===== src/rtl/instr_mem_loader.sv =====
// Byte-stream program loader: assembles big-endian 32-bit words and writes them to instruction memory.
// Optional FILL_INVALID_EN pads unwritten words with INVALID_WORD after the session ends.
module instr_mem_loader #(
   parameter int          MEM_HEIGHT   = 32,
   parameter logic [31:0] INVALID_WORD = 32'hFC000000
) (
   input  logic                        clk,
   input  logic                        rst,
   input  logic                        start,
   input  logic                        in_valid,
   input  logic [7:0]                  in_data,
   input  logic                        in_last,
   output logic                        in_ready,
   output logic                        wr_en,
   output logic [31:0]                 wr_addr,
   output logic [31:0]                 wr_data,
   output logic                        busy,
   output logic                        done,
   output logic                        error,
   output logic [$clog2(MEM_HEIGHT):0] word_count
);

   localparam int CW = $clog2(MEM_HEIGHT) + 1;
   localparam logic [CW-1:0] LAST_IDX = CW'(MEM_HEIGHT - 1);

`ifdef FILL_INVALID_EN
   typedef enum logic [2:0] {S_IDLE, S_COLLECT, S_WRITE, S_DONE, S_FILL} state_t;
`else
   typedef enum logic [2:0] {S_IDLE, S_COLLECT, S_WRITE, S_DONE} state_t;
`endif

   state_t        state_q, state_n;
   logic [1:0]    byte_idx_q, byte_idx_n;
   logic [CW-1:0] word_idx_q, word_idx_n;
   logic [CW-1:0] count_q, count_n;
   logic [23:0]   asm_q, asm_n;
   logic          last_q, last_n;
   logic          error_q, error_n;
   logic          wr_en_q, wr_en_n;
   logic [31:0]   wr_addr_q, wr_addr_n;
   logic [31:0]   wr_data_q, wr_data_n;

   function automatic logic [31:0] addr_of(input logic [CW-1:0] idx);
      return 32'(idx) << 2;
   endfunction

   always_ff @(posedge clk) begin
      if (rst) begin
         state_q    <= S_IDLE;
         byte_idx_q <= '0;
         word_idx_q <= '0;
         count_q    <= '0;
         asm_q      <= '0;
         last_q     <= 1'b0;
         error_q    <= 1'b0;
         wr_en_q    <= 1'b0;
         wr_addr_q  <= '0;
         wr_data_q  <= '0;
      end else begin
         state_q    <= state_n;
         byte_idx_q <= byte_idx_n;
         word_idx_q <= word_idx_n;
         count_q    <= count_n;
         asm_q      <= asm_n;
         last_q     <= last_n;
         error_q    <= error_n;
         wr_en_q    <= wr_en_n;
         wr_addr_q  <= wr_addr_n;
         wr_data_q  <= wr_data_n;
      end
   end

   always_comb begin
      state_n    = state_q;
      byte_idx_n = byte_idx_q;
      word_idx_n = word_idx_q;
      count_n    = count_q;
      asm_n      = asm_q;
      last_n     = last_q;
      error_n    = error_q;
      wr_en_n    = 1'b0;
      wr_addr_n  = wr_addr_q;
      wr_data_n  = wr_data_q;

      unique case (state_q)
         S_IDLE, S_DONE: begin
            if (start) begin
               state_n    = S_COLLECT;
               byte_idx_n = '0;
               word_idx_n = '0;
               count_n    = '0;
               last_n     = 1'b0;
               error_n    = 1'b0;
               asm_n      = INVALID_WORD[31:8];
            end
         end
         S_COLLECT: begin
            if (in_valid) begin
               byte_idx_n = byte_idx_q + 2'd1;
               case (byte_idx_q)
                  2'd0:    asm_n[23:16] = in_data;
                  2'd1:    asm_n[15:8]  = in_data;
                  2'd2:    asm_n[7:0]   = in_data;
                  default: ;
               endcase
               if (byte_idx_q == 2'd3) begin
                  // The fourth byte goes straight into the write register, saving a cycle.
                  state_n   = S_WRITE;
                  last_n    = in_last;
                  wr_en_n   = 1'b1;
                  wr_addr_n = addr_of(word_idx_q);
                  wr_data_n = {asm_q, in_data};
                  if (!in_last && word_idx_q == LAST_IDX)
                     error_n = 1'b1;
               end else if (in_last) begin
                  error_n    = 1'b1;
                  byte_idx_n = '0;
`ifdef FILL_INVALID_EN
                  state_n    = S_FILL;
                  wr_en_n    = 1'b1;
                  wr_addr_n  = addr_of(word_idx_q);
                  wr_data_n  = INVALID_WORD;
`else
                  state_n    = S_DONE;
`endif
               end
            end
         end
         S_WRITE: begin
            word_idx_n = word_idx_q + 1'b1;
            count_n    = count_q + 1'b1;
            if (last_q || word_idx_q == LAST_IDX) begin
`ifdef FILL_INVALID_EN
               if (word_idx_q != LAST_IDX) begin
                  state_n   = S_FILL;
                  wr_en_n   = 1'b1;
                  wr_addr_n = addr_of(word_idx_q + 1'b1);
                  wr_data_n = INVALID_WORD;
               end else begin
                  state_n   = S_DONE;
               end
`else
               state_n = S_DONE;
`endif
            end else begin
               state_n = S_COLLECT;
            end
         end
`ifdef FILL_INVALID_EN
         S_FILL: begin
            // word_idx_q is the index being written in this cycle.
            if (word_idx_q == LAST_IDX) begin
               state_n    = S_DONE;
            end else begin
               word_idx_n = word_idx_q + 1'b1;
               wr_en_n    = 1'b1;
               wr_addr_n  = addr_of(word_idx_q + 1'b1);
               wr_data_n  = INVALID_WORD;
            end
         end
`endif
         default: state_n = S_IDLE;
      endcase
   end

   assign in_ready   = (state_q == S_COLLECT);
   assign busy       = !((state_q == S_IDLE) || (state_q == S_DONE));
   assign done       = (state_q == S_DONE);
   assign error      = error_q;
   assign word_count = count_q;
   assign wr_en      = wr_en_q;
   assign wr_addr    = wr_addr_q;
   assign wr_data    = wr_data_q;

endmodule


===== config.mk =====
export PLATFORM = sky130hd
export DESIGN_NAME = instr_mem_loader
export DESIGN_NICKNAME = d
export VERILOG_FILES = /design/src/rtl/instr_mem_loader.sv
export SDC_FILE = /design/constraint.sdc
export NUM_CORES = 1
export LEC_CHECK = 0
export ABC_AREA = 0
export CAP_MARGIN = 20
export CORE_AREA = 3 3 89 91
export CTS_CLUSTER_SIZE = 14
export DETAILED_ROUTE_END_ITERATION = 7
export DIE_AREA = 0 0 92 94
export PLACE_DENSITY = 0.84
export SYNTH_ARGS = -nofsm -noshare
export SYNTH_HDL_FRONTEND = slang
export SYNTH_SLANG_ARGS = --single-unit

===== constraint.sdc =====
create_clock -name clk -period 2 [get_ports clk]
set_input_delay 0.2 -clock clk [delete_from_list [all_inputs] [get_ports clk]]
set_output_delay 0.2 -clock clk [all_outputs]
set_load 0.02 [all_outputs]

* Yosys cells after proc, flatten, opt, wreduce, memory -nomap -nowiden *
Cells that the tools add are included.

cells by class
  add/sub/neg operators = 3
  equality and inequality tests = 15
  mux-type cells = 30
  bitwise gates (word level) = 2
  reduce and logical (&&, ||, !) cells = 20

operators with widths
  kind                   number
  $mux W24               2
  $pmux W24 S2           1
  $mux W8                3
  $pmux W6 S2            2
  $reduce_and A4 Y1      4
  $add A6 B1 Y6 const B  2
  $mux W3                4
  $mux W2                5
  $pmux W3 S3            1
  $reduce_and A3 Y1      3
  $mux W1                8
  $ne A2 B1 Y1 const B   4
  $eq A3 B2 Y1 const B   2
  $eq A6 B5 Y1 const B   1
  $mux W6                1
  $ne A3 B2 Y1 const B   2
  $reduce_and A5 Y1      1
  $eq A2 B2 Y1 const B   2
  $ne A2 B2 Y1 const B   2
  $pmux W1 S2            2
  $pmux W2 S2            1
  $reduce_bool A2 Y1     2
  $eq A3 B1 Y1 const B   1
  $logic_not A3 Y1       1
  other kinds (10)       13

storage, ports and cells
  flip-flop bits (word level) = 82
  input port bits = 13
  output and inout bits = 75
  word-level logic and storage cells = 82

* Logic depth before layout (Yosys ltp) *
Gate-level depths: netlist (run 1).

  depth after elaboration = 6
  mapped depth = 8
  depth with buffers taken out = 6

* Worst setup path before layout (run 1) *
Ideal clock, no wire load.

  path type = register -> register
  start = register state_q[0]
  end = register asm_q[0]
  setup time = 0.128 ns
  arrival time = 1.586 ns
  data required time = 1.872 ns
  slack = 0.286 ns
  stages on the path, launching flop included = 8
  buffers on the path = 1
  period minus slack after synthesis = 1.714 ns
  cell sequence = dfxtp_1 -> inv_1 -> ha_1 -> buf_6 -> mux2i_4 -> a21oi_4 -> mux2i_1 -> nor2_1

on the way
  word-level cells in the longest chain between the ends = 4
  elaborated cells between the ends (all ways) = 10
  classes of those cells = eq/ne (5); mux (1); reduce/logical (4)

RTL lines
  item                                                                 RTL line  RTL
  start: declaration                                                   32        state_t state_q, state_n;
  start signal: assignment                                             60        state_q <= state_n;
  $eq A3 B2 Y1 / $logic_not A3 Y1 (equally long branches)              85        unique case (state_q)
  $reduce_or A2 Y1                                                     85
  $ne A2 B2 Y1 (no line) / $reduce_bool A2 Y1 (equally long branches)  -
  $reduce_and A4 Y1 (no line)                                          -
  end signal: assignment                                               64        asm_q <= asm_n;
  end: declaration                                                     36        logic [23:0] asm_q, asm_n;

Parallel ways exist; a longest one is shown, timed or not.
A chain may end at the register's enable or synchronous reset.

* Worst setup path in the final report (run 1) *
  start = register state_q[1]
  end = output port in_ready

on the way
  word-level cells in the longest chain between the ends = 1

RTL lines
  item              RTL line  RTL
  $eq A3 B1 Y1      166       assign in_ready = (state_q == S_COLLECT);
  end: declaration  13        output logic in_ready,

Every way passes these cells.

==> results of run 1 <==
-- kinds of logic after synthesis --
group	Yosys count
XOR/XNOR	7
other	1
adder cells (fa/ha/maj)	9
buffers and inverters	63
flip-flops	81
multiplexers	22
AO/OA/AOI/OAI	63
AND/OR/NAND/NOR	157
-- metrics by stage --
step	cells	utilization (%)	hold WS, ns	total power, W
global route	563	59.3	0.0847	0.00467
detailed placement	547	56.1	0.447	0.00319
CTS	563	59.3	0.0686	0.00446
global placement	547	56.1	0.443	0.00314
floorplan	428	-	0.336	0.00298
finish	563	59.3	0.0849	0.00444
-- synthesized netlist by cell type --
| cell type | instances | share of area [%] |
|---|---|---|
| a2111oi_0 | 1 | 0.25 |
| a211oi_1 | 1 | 0.22 |
| a21boi_0 | 1 | 0.22 |
| a21oi_1 | 44 | 6.3 |
| a21oi_4 | 3 | 1.4 |
| a311oi_1 | 3 | 0.75 |
| a311oi_2 | 2 | 0.86 |
| a31o_2 | 1 | 0.25 |
| a31oi_1 | 1 | 0.18 |
| a32oi_1 | 2 | 0.50 |
| and2_1 | 3 | 0.54 |
| and3_1 | 2 | 0.36 |
| buf_2 | 4 | 0.57 |
| buf_4 | 29 | 6.2 |
| buf_6 | 3 | 0.97 |
| clkbuf_1 | 10 | 1.1 |
| clkbuf_8 | 1 | 0.39 |
| conb_1 | 1 | 0.11 |
| dfxtp_1 | 81 | 47 |
| dlygate4sd1_1 | 1 | 0.25 |
| ha_1 | 9 | 3.2 |
| inv_1 | 14 | 1.5 |
| inv_2 | 1 | 0.11 |
| mux2_2 | 1 | 0.32 |
| mux2i_1 | 20 | 5.7 |
| mux2i_4 | 1 | 0.65 |
| nand2_1 | 84 | 9.0 |
| nand2b_1 | 1 | 0.18 |
| nand3_1 | 2 | 0.29 |
| nand4_1 | 3 | 0.54 |
| nor2_1 | 44 | 4.7 |
| nor2_2 | 2 | 0.36 |
| nor2b_1 | 1 | 0.18 |
| nor3_1 | 7 | 1.0 |
| nor3_2 | 1 | 0.29 |
| nor3b_1 | 1 | 0.22 |
| nor4_1 | 4 | 0.72 |
| o2111ai_1 | 1 | 0.25 |
| o21ai_0 | 2 | 0.29 |
| o21ai_2 | 1 | 0.25 |
| or2b_1 | 1 | 0.22 |
| or3_1 | 1 | 0.18 |
| xor2_1 | 7 | 1.8 |
-- what timing repair did --
action | in CTS | in global routing
resized for setup | 2 | 2
setup endpoints to repair | 2 | 8
pin swaps | 0 | 0
hold endpoints to repair | 0 | 0
-- final cells by class --
type | count | area, sq um
Fill cell | 638 | 2930
Inverter | 15 | 56.3
Clock buffer | 13 | 179
Clock inverter | 3 | 46.3
Multi-Input combinational cell | 284 | 1590
Sequential cell | 81 | 1620
Tap cell | 99 | 124
Timing Repair Buffer | 68 | 669
-- worst reg2reg max path: stages (launching register included) --
cell and delay (ns):
dfxtp_1 0.39, inv_1 0.07, ha_2 0.32, buf_4 0.17, or2b_1 0.24, o21ai_2 0.12, or3_1 0.36, a21oi_1 0.15
-- registers in the layout, summed over array words and instances, names as in the netlist --
signal	cells
state_q	2
error	1
wr_en	1
asm_q	24
byte_idx_q	2
word_idx_q	6
wr_addr	6
wr_data	32
last_q	1
word_count	6
-- how the worst max path moves through the flow --
| stage | slack (ns) | end | start | cells past startpoint |
|---|---|---|---|---|
| after floorplan | 0.29 | asm_q[0]$_SDFFE_PP0P_ | state_q[0]$_SDFFE_PP0P_ | 7 |
| after global placement | 0.14 | error$_SDFFE_PP0P_ | state_q[0]$_SDFFE_PP0P_ | 6 |
| after detailed placement | 0.06 | error$_SDFFE_PP0P_ | state_q[0]$_SDFFE_PP0P_ | 6 |
| after CTS | 0.04 | error$_SDFFE_PP0P_ | state_q[0]$_SDFFE_PP0P_ | 6 |
| after global routing | 0.05 | word_idx_q[4]$_SDFFE_PP0P_ | state_q[0]$_SDFFE_PP0P_ | 7 |
| final | 0.11 | in_ready | state_q[1]$_SDFFE_PP0P_ | 3 |
-- routing by layer --
metal  vias to the layer above  GRT usage (%)  wire length [um]
li1                       1380              -                 -
met1                      1308           21.7              3140
met2                        98           30.0              3530
met3                        18           5.13               500
met4                         0           8.42               174
met5                         -              0                 0
-- report_power, final --
part / leakage (nW) / internal [W] / switching, W
Sequential: 0.655 / 0.00176 / 0.000101
Clock: 0.112 / 0.000716 / 0.000569
Combinational: 0.833 / 0.000520 / 0.000782
==> reports/qor.csv, run 1 <==
metric,value,unit
worst_hold_path_type,input pin to register,
hold_end,word_count[1]$_SDFFE_PP0P_,
antenna_found_initial,0,
cts-root-buf,clkbuf_8,
dpl-instance-area,4050,sq um
fin_area,4280,sq um
synth_area,3490,sq um
p_leak,1.60,nW
cp_data_arrival_time,1.69,ns
vias,2804,
vias_per_cell,4.98,
holdPathStages,2,
criticalPathCategory,register to output pin,
final_cell_mix,"84 x nand2_1, 81 x dfxtp_1, 59 x clkdlybuf4s50_1",
worst_ir_drop_vdd,539,uV
grt_max_degree,73,
critPathBufInv,2,
cp_slowest_cell,clkdlybuf4s50_1,
slew_viol_final,0,
io_pins,88,
drive_gt1_share,8.62,%
yosysSeqAreaShare,46.5,%
grt_first_pass_wirelength,12500,um
synth_compound_area_share,11.7,%
required,1.80,ns
hold_buffers,0,
syn_inst,403,
synth_top_family_by_area,simple AND/OR/NAND/NOR gates,
ys_ff_latch,81,
worstPathMaxFanout,8,
run_status,completed,
cts_buffers,9,
routedWlPerCell,13.0,um
num_rows,31,
final_common_cell,nand2_1,
core,7210,sq um
setup_ws,0.109,ns
post-cts-setup-buffers,0,
die_w,92,um
min-delay-start,rst,
initial_core_util,48.3,%
antenna_cells,0,
hold_viol_final,0,
floorplan.die_area,8650,sq um
port_buffers,61,
power_density,1040,nW/um^2
overflow,0,
clk_latency,0.35,ns
finClkSkew,0.00778,ns
syn_area_per_cell,8.65,sq um
critPathMaxStageDelay,0.64,ns
rsz0062_at_grt,false,
grt_pass1_vias,2781,
nNetsFinal,481,
cts.sinks,81,
endpoint_kind,output pin,
maxCapViolCount,0,
syn2layout_area_growth,22.8,%
crit_path_start_kind,register,
wl,7340,um
regToRegStartpoint,state_q[0]$_SDFFE_PP0P_,
initialDrtViolationCount,187,
reg2reg_slack,0.11,ns
synth_xor_area_share,1.76,%
r2r_end,word_idx_q[4]$_SDFFE_PP0P_,
synth.distinct_cells,43,
synthAdderAreaFrac,3.23,%
htree_levels,3,
firstDrtPassIters,4,
max_freq,529,MHz
grt_usage,18.1,%
cts_tree,yes,
cp_cell_sequence,"inv_1, ha_2, clkdlybuf4s50_1",
yosys.area_share.simple,18.8,%
setup_tns,0,ns
worst-r2r-cell-count,7,
synthMuxAreaShare,6.71,%
ys.warnings.count,0,
die_h,94,um
cts_buffer_depth,2,
route.detailed.drc,0,
drtAntennaViolNets,0,
dp.final_hpwl,5290,um
finalSetupViolCount,0,
pre_cts_slack,0.0564,ns
gp_congestion,0.841,
path_clk_slew,0.07,ns
path_delay_family,buffers and inverters,
period_minus_slack,1.89,ns
period_share,94.6,%
Power figures use the tool's default switching activity.
==> inputs of run 2 (changes only) <==
Settings changed: PLACE_DENSITY 0.84 to 0.78.
==> run 2 against run 1 <==
Via count decreased by 1.7%. Critical path depth increased by 4. Power decreased by 5.0%. Worst hold slack improved by 0.26 ns. Setup slack got worse by 0.018 ns. Register-to-register slack got worse by 0.02 ns. Largest power group unchanged. Fmax decreased by 0.94%. First-iteration DRC count decreased by 18%. Utilization decreased by 0.55 points. Critical path type is now register to register. Clock skew increased by 0.0014 ns.
==> reports/qor.csv, run 2 (synthesized netlist as in run 1, its figures left out) <==
metric,value,unit,change
r2r_end,word_idx_q[4]$_SDFFE_PP0P_,,unchanged
route.detailed.drc,0,,unchanged
worst_ir_drop_vdd,439,uV,was 539 uV
reg2reg_slack,0.09,ns,was 0.11 ns
regToRegStartpoint,state_q[0]$_SDFFE_PP0P_,,unchanged
maxCapViolCount,0,,unchanged
criticalPathCategory,register to register,,was register to output pin
antenna_found_initial,0,,unchanged
drtAntennaViolNets,0,,unchanged
cts.sinks,81,,unchanged
routedWlPerCell,12.7,um,was 13.0 um
drive_gt1_share,7.76,%,was 8.62%
required,2.28,ns,was 1.80 ns
holdPathStages,2,,unchanged
fillers,648,,was 638
power_density,995,nW/um^2,was 1040 nW/um^2
firstDrtPassIters,4,,unchanged
holdWs,0.345,ns,was 0.0849 ns
cts-root-buf,clkbuf_8,,unchanged
grt_first_pass_wirelength,11700,um,was 12500 um
path_clk_slew,0.07,ns,about the same
worstPathMaxFanout,6,,was 8
initialDrtViolationCount,154,,was 187
wl,7140,um,was 7340 um
max_freq,524,MHz,was 529 MHz
tightest_slew,0.579,ns,
finalSetupViolCount,0,,unchanged
grt_max_degree,45,,was 73
syn2layout_area_growth,21.6,%,was 22.8%
cp_data_arrival_time,2.19,ns,was 1.69 ns
power,0.00422,W,was 0.00444 W
htree_levels,3,,unchanged
largest_register_ffs,32,,unchanged
port_buffers,61,,unchanged
crit_path_start_kind,register,,unchanged
p_leak,1.58,nW,was 1.60 nW
overflow,0,,unchanged
cts_buffer_depth,2,,unchanged
initial_core_util,48.3,%,unchanged
grt_pass1_vias,2532,,was 2781
period_minus_slack,1.91,ns,was 1.89 ns
post-cts-setup-buffers,0,,unchanged
hold_viol_final,0,,unchanged
endpoint_kind,register,,was output pin
dp.final_hpwl,5120,um,was 5290 um
die_w,92,um,unchanged
hold_buffers,0,,unchanged
slew_headroom,61.4,%,
vias_per_cell,4.89,,was 4.98
period_share,95.4,%,was 94.6%
final_cell_mix,"84 x nand2_1, 81 x dfxtp_1, 59 x clkdlybuf4s50_1",,unchanged
cts_tree,yes,,unchanged
gp_congestion,0.863,,was 0.841
floorplan.die_area,8650,sq um,unchanged
num_rows,31,,unchanged
min-delay-start,rst,,unchanged
final_common_cell,nand2_1,,unchanged
setup_tns,0,ns,unchanged
worst_hold_path_type,input pin to register,,unchanged
core,7210,sq um,unchanged
nNetsFinal,481,,unchanged
cts_buffers,9,,unchanged
hold_end,byte_idx_q[0]$_SDFFE_PP0P_,,was word_count[1]$_SDFFE_PP0P_
antenna_cells,0,,unchanged
die_h,94,um,unchanged
finClkSkew,0.00913,ns,was 0.00778 ns
worst-r2r-cell-count,7,,unchanged
io_pins,88,,unchanged
clk_latency,0.34,ns,was 0.35 ns
run_status,completed,,unchanged
vias,2755,,was 2804
rsz0062_at_grt,false,,unchanged
ctsResizeCount,3,,was 2
slew_viol_final,0,,unchanged
grt_usage,16.7,%,was 18.1%
run 2: routing by layer:
| metal | GRT usage, % | up-vias | wire (um) |
|---|---|---|---|
| met2 | 27.9 | 90 | 3350 |
| met5 | 0 | - | 0 |
| li1 | - | 1384 | - |
| met1 | 20.9 | 1273 | 3190 |
| met4 | 5.32 | 0 | 78 |
| met3 | 4.49 | 8 | 526 |
run 2: layout make-up:
cell class | count | area [sq um] | share of cell area (%)
Sequential cell | 81 | 1620 | 38.2
Multi-Input combinational cell | 284 | 1580 | 37.3
Timing Repair Buffer | 68 | 682 | 16.1
Clock buffer | 14 | 163 | 3.83
Tap cell | 99 | 124 | 2.92
Inverter | 15 | 56.3 | 1.33
Clock inverter | 2 | 12.5 | 0.295
run 2: how the worst max path moves through the flow:
stage                                        from  slack [ns]                          to
after floorplan           state_q[0]$_SDFFE_PP0P_        0.29       asm_q[0]$_SDFFE_PP0P_
after global placement    state_q[0]$_SDFFE_PP0P_        0.13          error$_SDFFE_PP0P_
after detailed placement  state_q[0]$_SDFFE_PP0P_        0.03          error$_SDFFE_PP0P_
after CTS                 state_q[0]$_SDFFE_PP0P_        0.09  word_idx_q[4]$_SDFFE_PP0P_
after global routing      state_q[0]$_SDFFE_PP0P_        0.01  word_idx_q[4]$_SDFFE_PP0P_
final                     state_q[0]$_SDFFE_PP0P_        0.09  word_idx_q[4]$_SDFFE_PP0P_
run 2: power breakdown:
group	switching (W)	internal, W
logic	0.000780	0.000526
registers	0.0000977	0.00176
clock network	0.000540	0.000519
total	0.00142	0.00280
run 2: worst max-delay path, stage by stage (launching register included):
cell	delay, ns
dfxtp_1	0.38
inv_1	0.06
ha_1	0.37
buf_4	0.19
or2b_1	0.24
o21ai_2	0.12
or3_1	0.35
a21oi_1	0.14
run 2: stage by stage:
step | cell area (sq um) | setup slack [ns] | util, % | cells
2_1_floorplan | 3580 | 0.286 | - | 428
5_1_grt | 4240 | 0.0136 | 58.8 | 563
4_1_cts | 4240 | 0.0898 | 58.8 | 563
3_3_place_gp | 4060 | 0.130 | 56.3 | 547
3_5_place_dp | 4060 | 0.0324 | 56.3 | 547
6_report | 4240 | 0.0910 | 58.8 | 563
